`src/rtl/display_pkg.sv`:
```
// Shared types and constants for the 7-segment serial display driver.
// Glyph table holds segments {g,f,e,d,c,b,a} for nibble values 0-F.
package display_pkg;

  typedef enum logic [1:0] {
    ST_IDLE,
    ST_LOAD,
    ST_SHIFT,
    ST_LATCH
  } state_t;

  localparam int SEG_BITS = 8;

  localparam logic [6:0] GLYPH [16] = '{
    7'h3F, 7'h06, 7'h5B, 7'h4F, 7'h66, 7'h6D, 7'h7D, 7'h07,
    7'h7F, 7'h6F, 7'h77, 7'h7C, 7'h39, 7'h5E, 7'h79, 7'h71
  };

endpackage

```
`src/rtl/bcd_to_seg.sv`:
```
// Combinational nibble-to-segment encoder; output byte is {dp,g,f,e,d,c,b,a}.
// A blanked digit drops its segments but keeps its decimal point.
module bcd_to_seg
  import display_pkg::*;
(
  input  logic [3:0]          nibble,
  input  logic                dp,
  input  logic                blank,
  output logic [SEG_BITS-1:0] seg
);

  assign seg = {dp, blank ? 7'h00 : GLYPH[nibble]};

endmodule

```
`src/rtl/display_serializer.sv`:
```
// Serialises DIGITS encoded 7-segment bytes onto data_out/data_clk, then pulses latch.
// Frame: 1 LOAD cycle, 2*CLK_DIV cycles per bit, CLK_DIV latch cycles; start while busy is dropped.
module display_serializer
  import display_pkg::*;
#(
  parameter int DIGITS         = 4,
  parameter int CLK_DIV        = 2,
  parameter int LSB_FIRST      = 0,
  parameter int SEG_ACTIVE_LOW = 0,
  parameter int REFRESH_GAP    = 1024
) (
  input  logic                clk,
  input  logic                rst,
  input  logic                enable,
  input  logic                auto_mode,
  input  logic                start,
  input  logic                blank_lz,
  input  logic [4*DIGITS-1:0] bcd_in,
  input  logic [DIGITS-1:0]   dp_in,
  output logic                data_out,
  output logic                data_clk,
  output logic                latch,
  output logic                sending_data,
  output logic                busy,
  output logic                done
);

  localparam int TOTAL = SEG_BITS * DIGITS;
  localparam int CNT_W = $clog2(TOTAL);
  localparam int DIV_W = (CLK_DIV > 1) ? $clog2(CLK_DIV) : 1;
  localparam int GAP_W = $clog2(REFRESH_GAP + 1);

  localparam logic [CNT_W-1:0] CNT_LAST = CNT_W'(TOTAL - 1);
  localparam logic [DIV_W-1:0] DIV_LAST = DIV_W'(CLK_DIV - 1);
  localparam logic [GAP_W-1:0] GAP_LAST = GAP_W'(REFRESH_GAP - 1);

  state_t              state;
  logic [CNT_W-1:0]    bit_cnt;
  logic [DIV_W-1:0]    div;
  logic [GAP_W-1:0]    gap;
  logic [TOTAL-1:0]    frame;

  logic [DIGITS-1:0]   blank;
  logic [SEG_BITS-1:0] seg_raw [DIGITS];
  logic [TOTAL-1:0]    ser;

  // Blanking runs from the top digit down and stops at the first nonzero digit.
  always_comb begin
    logic lead;
    lead  = blank_lz;
    blank = '0;
    for (int d = DIGITS - 1; d >= 0; d--) begin
      if (d != 0 && lead && bcd_in[4*d +: 4] == 4'h0) begin
        blank[d] = 1'b1;
      end else begin
        lead = 1'b0;
      end
    end
  end

  for (genvar g = 0; g < DIGITS; g++) begin : g_digit
    bcd_to_seg u_seg (
      .nibble (bcd_in[4*g +: 4]),
      .dp     (dp_in[g]),
      .blank  (blank[g]),
      .seg    (seg_raw[g])
    );
  end

  // ser is laid out in transmit order: ser[TOTAL-1] goes out first.
  always_comb begin
    logic [SEG_BITS-1:0] byte_v;
    ser    = '0;
    byte_v = '0;
    for (int d = 0; d < DIGITS; d++) begin
      byte_v = seg_raw[d] ^ {SEG_BITS{SEG_ACTIVE_LOW != 0}};
      for (int b = 0; b < SEG_BITS; b++) begin
        ser[SEG_BITS*d + b] = (LSB_FIRST != 0) ? byte_v[SEG_BITS-1-b] : byte_v[b];
      end
    end
  end

  always_ff @(posedge clk or negedge rst) begin
    if (!rst) begin
      state        <= ST_IDLE;
      bit_cnt      <= '0;
      div          <= '0;
      gap          <= '0;
      frame        <= '0;
      data_out     <= 1'b0;
      data_clk     <= 1'b0;
      latch        <= 1'b0;
      sending_data <= 1'b0;
      busy         <= 1'b0;
      done         <= 1'b0;
    end else begin
      done <= 1'b0;
      case (state)
        ST_IDLE: begin
          if (enable && (start || (auto_mode && gap == GAP_LAST))) begin
            state        <= ST_LOAD;
            busy         <= 1'b1;
            sending_data <= 1'b1;
            gap          <= '0;
          end else if (gap != GAP_LAST) begin
            gap <= gap + GAP_W'(1);
          end
        end

        ST_LOAD: begin
          frame    <= ser;
          bit_cnt  <= CNT_LAST;
          data_out <= ser[TOTAL-1];
          data_clk <= 1'b0;
          div      <= '0;
          state    <= ST_SHIFT;
        end

        ST_SHIFT: begin
          if (div == DIV_LAST) begin
            div <= '0;
            if (!data_clk) begin
              data_clk <= 1'b1;
            end else if (bit_cnt == '0) begin
              data_clk     <= 1'b0;
              data_out     <= 1'b0;
              sending_data <= 1'b0;
              latch        <= 1'b1;
              state        <= ST_LATCH;
            end else begin
              data_clk <= 1'b0;
              bit_cnt  <= bit_cnt - CNT_W'(1);
              data_out <= frame[bit_cnt - CNT_W'(1)];
            end
          end else begin
            div <= div + DIV_W'(1);
          end
        end

        ST_LATCH: begin
          if (div == DIV_LAST) begin
            div   <= '0;
            latch <= 1'b0;
            busy  <= 1'b0;
            done  <= 1'b1;
            state <= ST_IDLE;
          end else begin
            div <= div + DIV_W'(1);
          end
        end

        default: state <= ST_IDLE;
      endcase
    end
  end

endmodule

```
`config.mk`:
```
export PLATFORM = sky130hd
export DESIGN_NAME = display_serializer
export DESIGN_NICKNAME = d
export VERILOG_FILES = /design/src/rtl/display_pkg.sv /design/src/rtl/bcd_to_seg.sv /design/src/rtl/display_serializer.sv
export SDC_FILE = /design/constraint.sdc
export NUM_CORES = 1
export LEC_CHECK = 0
export ABC_CLOCK_PERIOD_IN_PS = 2150
export CORE_UTILIZATION = 46
export DETAILED_ROUTE_END_ITERATION = 8
export PLACE_DENSITY = 0.69
export SLEW_MARGIN = 30
export SYNTH_ARGS = -nofsm -noshare
export SYNTH_HDL_FRONTEND = slang
export SYNTH_SLANG_ARGS = --single-unit
```
`constraint.sdc`:
```
create_clock -name clk -period 2.15 [get_ports clk]
set_input_delay 0.43 -clock clk [delete_from_list [all_inputs] [get_ports clk]]
set_output_delay 0.43 -clock clk [all_outputs]
set_load 0.02 [all_outputs]
```
# Word level (Yosys, flattened, before mapping)
# Memory sizes are Yosys's and may differ from the RTL's. A register that Yosys moved wholly into a read port is not among the register bits.
# Index checks and enable logic that the tools add are counted.
[totals]
register_bits = 57
romBits = 448
inputBits = 26
out_inout_bits = 6
word_cells = 117
n_memories = 4
[op_classes]
n_addsub = 3
n_lt_le_gt_ge = 5
n_eq_ne = 11
muxes = 52
bitwise_logic = 4
reduce_logical = 27
[mem_list]
columns = ["memory", "words", "width", "rd", "rd_ports_with_merged_regs", "wr", "line_no", "rtl"]
rows = [
  ["(no name shown)", 16, 7, 1, 0, 0, "bcd_to_seg.sv:12", "assign seg = {dp, blank ? 7'h00 : GLYPH[nibble]};"],
  ["(no name shown)", 16, 7, 1, 0, 0, "bcd_to_seg.sv:12", ""],
  ["(no name shown)", 16, 7, 1, 0, 0, "bcd_to_seg.sv:12", ""],
  ["(no name shown)", 16, 7, 1, 1, 0, "bcd_to_seg.sv:12", ""],
]
[ops]
columns = ["op", "count"]
rows = [
  ["2-to-1 mux 7 bit", 11],
  ["2-to-1 mux 1 bit", 22],
  ["2-to-1 mux 11 bit", 2],
  ["greater-or-equal comparator 5 bit (second input constant)", 4],
  ["inverter 4 -> 5 bit", 4],
  ["2-to-1 mux 5 bit", 3],
  ["AND reduction 5 bit", 3],
  ["zero test 4 bit", 3],
  ["inequality test 2 bit (second input constant)", 6],
  ["one-hot mux 1 bit (2 select lines)", 6],
  ["nonzero test 2 bit", 6],
  ["adder 11 x 1 -> 11 bit (second input constant)", 1],
  ["== test 11 x 10 -> 1 bit (second input constant)", 1],
  ["inequality test 11 x 10 -> 1 bit (second input constant)", 1],
  ["2-to-1 mux 2 bit", 5],
  ["one-hot mux 5 bit (2 select lines)", 1],
  ["one-hot mux 2 bit (4 select lines)", 1],
  ["less-than comparator 5 x 6 -> 1 bit (second input constant)", 1],
  ["AND reduction 3 bit", 2],
  ["binary-select mux 1 bit (select 5 bit)", 1],
  ["logical AND 1 bit", 5],
  ["zero test 5 bit", 1],
  ["subtractor 5 x 1 -> 5 bit (second input constant)", 1],
  ["== test 2 bit (second input constant)", 2],
  ["other kinds (8)", 9],
]

# Logic depth before layout (Yosys ltp)
[logic_depth]
ltp_word = 8
mapped_depth = 9
depth_no_buf = 7

# Hierarchy
# Synthesis repeated with hierarchy kept, for this count alone.
[hier_totals]
cells_unflattened = 408
hier_area_um2 = 4100.2
[modules_own_cells]
columns = ["module", "n_inst", "cells_each", "area_each_um2", "seq_area_each_um2"]
rows = [
  ["display_serializer", 1, 264, 3016.6, 1426.4],
  ["bcd_to_seg at g_digit[0].u_seg ...", 3, 36, 269.0, 0.0],
  ["bcd_to_seg at g_digit[1].u_seg", 1, 36, 276.5, 0.0],
]

# Worst setup path before layout
# OpenSTA, ideal clock, no wires.
[synth_path]
path_type = "flip-flop to flip-flop"
startpoint = "register bit_cnt[0]"
endpoint = "register state[1]"
setup_ns = 0.125
t_arrival_ns = 2.243
t_required_ns = 2.025
setup_slack_ns = -0.218
path_stages_with_launch = 9
path_buffers = 1
period_less_slack_ns = 2.368
path_cell_list = "dfrtp_1 > buf_2 > inv_1 > ha_1 > or3b_2 > o21ai_2 > and3_1 > nor2b_1 > mux2_2"
[synth_between]
elab_chain_cells = 3
[synth_lines]
columns = ["element", "line_no", "rtl"]
rows = [
  ["start: declaration", "display_serializer.sv:38", "logic [CNT_W-1:0] bit_cnt;"],
  ["start signal: assignment", "display_serializer.sv:132", "bit_cnt <= bit_cnt - CNT_W'(1);"],
  ["zero test 5 bit", "display_serializer.sv:124", "end else if (bit_cnt == '0) begin"],
  ["inequality test 2 bit (no line)", "-", ""],
  ["AND reduction 5 bit (no line)", "-", ""],
  ["end signal: assignment", "display_serializer.sv:116", "state <= ST_SHIFT;"],
  ["end signal: assignment", "display_serializer.sv:129", "state <= ST_LATCH;"],
  ["end signal: assignment", "display_serializer.sv:146", "state <= ST_IDLE;"],
  ["end: declaration", "display_serializer.sv:37", "state_t state;"],
]
# Every way passes these cells.
# A chain may end at the register's enable or synchronous reset.

# Worst setup path in the final report
[layout_path]
startpoint = "input bcd_in[15]"
endpoint = "register frame[9]"
[layout_between]
elab_chain_cells = 8
[layout_lines]
columns = ["element", "line_no", "rtl"]
rows = [
  ["start: declaration", "display_serializer.sv:18", "input logic [4*DIGITS-1:0] bcd_in,"],
  ["zero test 4 bit *", "display_serializer.sv:53", "if (d != 0 && lead && bcd_in[4*d +: 4] == 4'h0) begin"],
  ["logical AND 1 bit *", "display_serializer.sv:53", ""],
  ["2-to-1 mux 1 bit *", "display_serializer.sv:53", ""],
  ["logical AND 1 bit", "display_serializer.sv:53", ""],
  ["2-to-1 mux 1 bit *", "display_serializer.sv:53", ""],
  ["logical AND 1 bit *", "display_serializer.sv:53", ""],
  ["2-to-1 mux 1 bit *", "display_serializer.sv:53", ""],
  ["2-to-1 mux 7 bit *", "bcd_to_seg.sv:12", ""],
  ["end signal: assignment", "display_serializer.sv:111", "frame <= ser;"],
  ["end: declaration", "display_serializer.sv:41", "logic [TOTAL-1:0] frame;"],
]
# Mark *: on every way between the ends. The rest lies on a longest branch, timed or not.

==> key figures <==
Outcome
  – Status: finished, final reports clean

Placed design
  – IO buf count: 31
  – Place WS: -0.3925 ns
  – GPL Wtd Cong: 0.8273
  – Final HPWL DP: 5869 microns

STA
  – RSZ-0062 raised after global routing: false
  – Period utilisation layout: 95.91%
  – Setup violators final: 0
  – Slew HR: 60.87%
  – Post-Route Skew: slightly above 0.009 ns
  – Tmin final: 2.062 ns
  – Final worst-path setup slack: a little under 0.09 ns
  – Fmax: about 480 MHz
  – Fin. Hold Viols: 0
  – Fin. max-slew vios: 0
  – Worst Max-Slew Pin Slew: ~0.58 ns

Clock network
  – Max H-tree Level: 3
  – CTS buffer count: 9
  – Hold buffers post-CTS: 0
  – CTS tree: yes
  – Post-CTS Setup Inserts: 0
  – CTS clk-pin slew, worst paths: about 0.07 ns
  – Clock latency on the worst-skew pair: 0.33 ns
  – CTS Root Buffer Type: clkbuf_8
  – CTS max path bufs: 2
  – Clock sink total: 57

Yosys
  – Synth top area cells: dfrtp_1 37%, ha_1 8.8%, mux4_2 6.5%
  – Syn nets: 441
  – Post-synthesis adder-cell area fraction: 8.812%
  – Top-count cell post-synth: dfrtp_1
  – Commonest cells post-synth: 57 x dfrtp_1, 32 x inv_1, 27 x ha_1, 27 x nand2_1, 22 x o21ai_0
  – Yosys top cell by area: dfrtp_1
  – Synth cell types: 50
  – Register area share after synthesis: 37.21%
  – Mapped Cells: just under 400
  – Compound-Gate Fraction of Synth Area: 20.66%
  – Post-synth EDFFs: 0
  – FFs w/ async S/R, synth: 100.0%
  – Simple-gate area share of the yosys netlist: 15.05%
  – Mapped cell area: ~0.0038 sq mm
  – Synth Flop Type: dfrtp_1
  – Mux cell area share after synthesis: about an eighth
  – Synth Area in XOR/XNOR: 0.6854%
  – #FFs+latches synth: 57
  – Largest family of logic cells by synthesized area: compound AO/OA/AOI/OAI gates
  – Share of the synthesized area in the top cell type: 37.21%
  – Synth Warn #: 0
  – Post-Syn Area per Cell: roughly 9.9 sq um

Final layout
  – Nets@finish: 499
  – Area grow syn2layout: 21.21%
  – Fraction of layout cells with a size suffix above 1: 19.96%
  – Post-route core utilization: 58.91%
  – Fill cells: 676
  – Antenna diodes: 0

Route
  – Remaining antenna violation count after routing: 0
  – Vias per Instance: 5.570
  – Max layer used: met4
  – Vias: 3080
  – Routed met1 length: ~3700 microns
  – WL met3: 233 microns
  – First-pass DRT Iterations: 4
  – Met2 wire len: 3731 microns
  – Post-Route WL: 7780 microns
  – # DRC: 0
  – DRT iter0 DRCs: 192
  – Wire per inst: 14.07 microns

Power and ir drop
  – Cell Pwr Density: 1022 mW/mm^2
  – Register share of total power: 38.8%
  – Max VDD drop: between 0.0004 and 0.0005 V
  – Sw frac: 36.29%
  – Combinational share of power: 43.6%
  – Static leakage: 2.105 nW
  – Clock power share: 17.6%
  – Int Pwr: between 3 and 4 mW
  – Sw power: 1.723 mW
  – Power, Total: 4.749 mW

Critical path
  – Setup CP Type: input pin to flip-flop
  – Worst reg2reg path depth: 6
  – Startpoint Class: input pin
  – Critical Path Start: bcd_in[15]
  – R2R Setup Slk: 0.10 ns
  – Reg-to-Reg Start: bit_cnt[1]$_DFFE_PN0P_
  – WP data required: 2.36 ns
  – Worst R2R End: data_out$_DFFE_PN0P_
  – WP data arrival: ~2.3 ns
  – CP max FO: 4
  – CP Capture Type: flip-flop
  – Crit path to: frame[9]$_DFFE_PN0P_

GRT
  – Gr usage total: 19.95%
  – Initial antenna violation count: 0
  – Number of global-route vias before repair: 2960
  – Total gr overflow: 0
  – Pin count of the biggest net entering global routing: 27
  – First-pass GRT wire length: roughly 13000 microns

Floorplan
  – Core area: 0.007888 sq mm
  – Die area: 0.008703 sq mm
  – DIE HEIGHT: 93.29 microns
  – I/O pins: 32
  – Chip width: 93.29 microns
  – Std cell rows: 32
  – Initial Utilization: 48.60%

Flow run
  – # Max-Cap Violations: 0

Min path
  – Hold crit path type: input pin to async pin
==> flip-flops by register name, summed over array words and instances (netlist names) <==
register	cells
bit_cnt	5
div	1
latch	1
sending_data	1
data_clk	1
done	1
frame	32
data_out	1
gap	11
busy	1
state	2
==> placed cells by master (no fill, tap or decap), types with 4 or more instances in the layout <==
master / n
a31oi_1: 12
nand4_1: 4
a211oi_1: 4
o31ai_1: 5
nor2_1: 20
clkinv_2: 6
nor2b_1: 9
clkbuf_8: 9
a21oi_1: 17
nor3_1: 8
inv_1: 30
mux2_2: 11
o21ai_0: 22
clkdlybuf4s50_1: 27
mux4_2: 11
nand2_1: 27
dfrtp_1: 56
and3_1: 4
o2111ai_1: 4
a22o_1: 4
nand2b_1: 11
a21o_1: 8
nand3_1: 11
o2bb2ai_1: 12
mux2i_1: 9
ha_1: 25
buf_4: 35
==> cells by family after synthesis <==
logic type                 after synthesis
AOI/OAI and AO/OA                      111
xor gates and xnor gates                 3
adders and majority gates               27
buffers and inverters                   51
DFF                                     57
muxes                                   31
and+or+nand+nor                        108
==> power groups by stage <==
stage	Sequential, mW	Clock, mW	Combinational, mW
floorplan	1.81	0	1.49
global placement	1.84	0	2.04
detailed placement	1.86	0	2.09
CTS	1.84	0.862	2.10
global route	1.90	0.911	2.31
finish	1.84	0.834	2.07
==> per-stage QoR <==
step	TNS (ns)	area [sq um]	std cells	hold slack, ns
after floorplan	0	3877	388	0.1344
after global placement	-2.608	4473	537	0.4617
after detailed placement	-3.370	4473	537	0.4726
after CTS	0	4644	553	0.1171
after global routing	0	4647	553	0.1329
final	0	4647	553	0.1028
==> metal layers <==
metal  track usage, %  up-vias
li1                 -     1544
met1            25.87     1474
met2            33.03       57
met3            5.203        5
met4            5.385        0
met5                0        -
==> final cells by class <==
cell class | count | area [sq um] | share of cell area (%)
flip-flops and latches | 57 | 1428 | 30.72
clock buffers | 9 | 123.9 | 2.666
well taps | 102 | 127.6 | 2.746
multi-input cells | 280 | 2242 | 48.25
clock inverters | 7 | 37.54 | 0.8078
inverters | 32 | 120.1 | 2.585
repair buffers | 66 | 568.0 | 12.22
==> worst max-delay path: stages <==
cell and delay [ns]:
clkdlybuf4s50_1 0.41, nand4bb_4 0.23, or4b_4 0.59, o41ai_4 0.34
buf_4 0.19, o2bb2ai_1 0.07
==> timing repair <==
item,4_1_cts,5_1_grt
pin swaps,3,2
resized for setup,6,1
setup endpoints to repair,5,7
cloned,0,0
==> worst min path at each step <==
stage	startpoint	endpoint	slack [ns]	cells past startpoint
global route	rst	state[0]$_DFFE_PN0P_	0.13	1
CTS	rst	frame[30]$_DFFE_PN0P_	0.12	1
global placement	rst	state[0]$_DFFE_PN0P_	0.46	1
floorplan	rst	bit_cnt[0]$_DFFE_PN0P_	0.13	0
detailed placement	frame[11]$_DFFE_PN0P_	frame[11]$_DFFE_PN0P_	0.47	1
finish	rst	frame[30]$_DFFE_PN0P_	0.10	1
No activity file was read; power rests on OpenSTA's default activity.
